### src/rtl/mux16_rr_sched.sv
// Round-robin scheduler that shares one 16:1 result mux among 16 requesters and
// registers the selected data into a single-entry valid/ready output buffer.
module mux16_rr_sched #(
    parameter int DW   = 32,
    parameter int NREQ = 16
) (
    input  logic            clk,
    input  logic            rst,
    input  logic [NREQ-1:0] req,
    output logic [NREQ-1:0] gnt,
    output logic [3:0]      sel,
    input  logic [DW-1:0]   mux_out,
    output logic [DW-1:0]   out_data,
    output logic [3:0]      out_src,
    output logic            out_valid,
    input  logic            out_ready,
    output logic [15:0]     busy_cnt
);

    typedef enum logic {EMPTY, FULL} state_t;

    state_t     state;
    logic [3:0] last_ptr;
    logic [3:0] sel_q;
    logic [3:0] winner;
    logic [3:0] idx;
    logic       found;
    logic       grant;
    logic       can_load;

    // Scan from the slot after the last winner; k=16 wraps back onto last_ptr itself,
    // so a lone requester can be granted back-to-back.
    always_comb begin
        can_load = !rst && ((state == EMPTY) || (out_valid && out_ready));
        found    = 1'b0;
        winner   = '0;
        idx      = '0;
        for (int k = 1; k <= 16; k++) begin
            idx = last_ptr + 4'(k);
            if (!found && req[idx]) begin
                found  = 1'b1;
                winner = idx;
            end
        end
        grant = can_load && found;
        gnt   = '0;
        if (grant) begin
            gnt[winner] = 1'b1;
        end
        sel = grant ? winner : sel_q;
    end

    always_ff @(posedge clk) begin
        if (rst) begin
            state     <= EMPTY;
            out_valid <= 1'b0;
            out_data  <= '0;
            out_src   <= '0;
            last_ptr  <= 4'd15;
            sel_q     <= '0;
            busy_cnt  <= '0;
        end else begin
            if (grant) begin
                out_data  <= mux_out;
                out_src   <= winner;
                last_ptr  <= winner;
                sel_q     <= winner;
                out_valid <= 1'b1;
                state     <= FULL;
            end else if (out_valid && out_ready) begin
                out_valid <= 1'b0;
                state     <= EMPTY;
            end
            // Stall monitor saturates rather than wrapping.
            if ((|req) && !grant && (busy_cnt != 16'hFFFF)) begin
                busy_cnt <= busy_cnt + 16'd1;
            end
        end
    end

endmodule

### config.mk
export PLATFORM = sky130hd
export DESIGN_NAME = mux16_rr_sched
export DESIGN_NICKNAME = d
export VERILOG_FILES = /design/src/rtl/mux16_rr_sched.sv
export SDC_FILE = /design/constraint.sdc
export NUM_CORES = 1
export LEC_CHECK = 0
export ABC_AREA = 1
export CAP_MARGIN = 15
export CORE_MARGIN = 5
export CORE_UTILIZATION = 40
export DETAILED_ROUTE_END_ITERATION = 10
export PLACE_DENSITY = 0.7
export RECOVER_POWER = 50
export SLEW_MARGIN = 15
export SYNTH_ARGS = -nofsm -noshare
export SYNTH_HDL_FRONTEND = slang
export SYNTH_SLANG_ARGS = --single-unit
### constraint.sdc
create_clock -name clk -period 4.8 [get_ports clk]
set_clock_uncertainty 0.15 [all_clocks]
set_input_delay 0.72 -clock clk [delete_from_list [all_inputs] [get_ports clk]]
set_output_delay 0.72 -clock clk [all_outputs]
set_load 0.03 [all_outputs]
==> results.cfg <==
[route]
drt.antenna.violating_nets = 0
vias_per_cell = 5.30
drc = 0
first_pass_iters = 6
wl_um = 15600
first_iter_violations = 407
routedWlPerCell_um = 15.3
num_vias = 5423

[global_routing]
grt_use_total = 0.228
overflow = 0
met1_usage = 0.266
antenna_found_initial = 0
use_met3 = 0.0684
grt_max_degree = 44
grt_pass1_vias = 5168
groute.layer.met2.usage = 0.379
busiest_layer = met2
grt_pass1_wl_um = 24600

[cells_and_area]
antenna_cells = 0
finalNetCount = 939
syn_to_final_growth_pct = 47.7
ff_latch_area_mm2 = 0.00123
multi_input_comb_area_mm2 = 0.00306
drive_gt1_frac = 0.183
nFillCells = 1020
design_area_mm2 = 0.00659

[placed_design]
gp_congestion = 0.995
dpl.hpwl_um = 11600
place_area_mm2 = 0.00583
post-place-ws_ps = 118
port_buffers = 123

[cts]
clock_latency_ps = 340
cts-hold-fix-buffers = 0
cts_max_level = 3
cts.sinks = 61
clk_pin_slew_ps = 70
clockBufferDepth = 2
clock-root-buffer = clkbuf_8
cts_buffers = 9
cts_tree = built

[timing]
fin_ws_ps = 199
post-route-period-util = 0.959
setup_violations = 0
finalHoldViolCount = 0
rsz0062_at_grt = true
post-route-min-period_ps = 4600
relSlewSlack = 0.554
worst_pin_slew_ps = 662
slew_violations = 0
fmax_ghz = 0.217

[critical_path]
cp-start-kind = flip-flop
end_kind = output port
worstPathRequired_ps = 3930
cp_max_fo = 12
critPathKind = flip-flop to output port
reg2regPathDepth = 19
cp.arrival_ps = 3730

[outcome]
run_status = completed

[synthesis]
netlist-cell-type-count = 42
synth_edf_count = 0
synthDominantCellAreaShare = 0.274
avgSynthCellArea_um2 = 6.06
yosys_register_bits = 61
synth.most_common_cell = nand2_1
synthTopCellsByCount = 207 x nand2_1, 153 x nand3_1, 79 x nor2_1, 61 x dfxtp_1, 61 x inv_1
async_flop_share = 0
synth_cells = 736
synth_flop_cell = dfxtp_1
synth_top_area_cell = dfxtp_1
synth_fp_nets = 796
yosys-top-cells-area = dfxtp_1 27%, nand2_1 17%, nand3_1 17%, nor2_1 6.6%, inv_1 5.1%
yosys_warnings = 0
ys_seq_area_frac = 0.274
synth_area_mm2 = 0.00446

[die]
start_util = 0.410
die_w_um = 116
core-area_mm2 = 0.0109
die_y_um = 116
boundaryPins = 124
die_area_mm2 = 0.0134
rows = 38

[min_path]
hp-class = flip-flop to flip-flop
worstHoldPathCells = 2

[flow_run]
cap_violations = 0
worst max-delay path: stages (launching register included):
cell and delay (ps):
dfxtp_4 390, inv_2 60, ha_4 310, buf_8 160, nand3_1 110, nand3_1 100, nand2_1 100, nand2_2 100
nand2_4 80, nor2_8 110, nand4_4 110, nor2_4 180, nand4_4 130, nor3_4 360, nand3_2 180, nor2_4 160
nand4_1 140, nand3_2 160, nand3_1 110, nor2_1 130, buf_4 180
final cells by class:
class | count | share of cell area
multi-input cells | 575 | 0.465
inverters | 73 | 0.0443
repair inverters | 1 | 0.00114
clock buffers | 12 | 0.0220
well taps | 140 | 0.0266
repair buffers | 158 | 0.240
flip-flops and latches | 61 | 0.186
clock inverters | 4 | 0.0144
routing by layer:
layer | vias up | part of all wire
met3 | 49 | 0.081
met5 | - | 0
met4 | 0 | 0.043
li1 | 2719 | -
met1 | 2458 | 0.40
met2 | 197 | 0.47
kinds of logic after synthesis:
group / synth area share
AO/OA/AOI/OAI: 0.0687
XOR/XNOR: 0.0174
adder cells (fa/ha/maj): 0.0253
buffers and inverters: 0.0923
flip-flops: 0.274
AND/OR/NAND/NOR: 0.522
placed cells by master (no fill, tap or decap), drive strengths merged, types with 9 or more instances in the layout:
cell | netlist | layout
nand2 | 216 | 216
nand3 | 158 | 158
nor2 | 84 | 84
inv | 71 | 69
dfxtp | 61 | 61
buf | 14 | 54
dlygate4sd3 | 0 | 53
clkdlybuf4s50 | 0 | 43
a21oi | 26 | 26
nand4 | 25 | 25
o21ai | 19 | 19
clkbuf | 13 | 13
nor3 | 10 | 10
ha | 9 | 9
worst paths after layout:
| check | startpoint | endpoint | slack, ps |
|---|---|---|---|
| min reg2reg | out_data[20]$_SDFFE_PP0P_ | out_data[20]$_SDFFE_PP0P_ | 310 |
| min | out_data[20]$_SDFFE_PP0P_ | out_data[20]$_SDFFE_PP0P_ | 310 |
| max reg2reg | last_ptr[0]$_SDFFE_PP1P_ | out_src[1]$_SDFFE_PP0P_ | 1380 |
| max | last_ptr[0]$_SDFFE_PP1P_ | gnt[6] | 200 |
state kept, by name, indices dropped and copies added, names as in the netlist:
name and count:
sel_q 4, busy_cnt 16, last_ptr 4, out_data 32
out_src 4, state 1
metrics by stage:
step           utilization  TNS, ps  hold WS, ps  instances
3_5_place_dp         0.536        0          308        985
6_report             0.605        0          312       1024
3_3_place_gp         0.536        0          302        985
2_1_floorplan            -        0          303        736
5_1_grt              0.605     -349          336       1024
4_1_cts              0.560        0          319       1003
repair_timing:
item | in CTS | in global routing
endpoints found under the setup margin | 20 | 20
pin swaps | 0 | 16
resized for setup | 6 | 80
buffers inserted | 2 | 19
gates cloned | 0 | 2
Power is left out: the tool's default activity adds up to more than one toggle a clock period on the data nets, which glitch-free logic cannot reach.
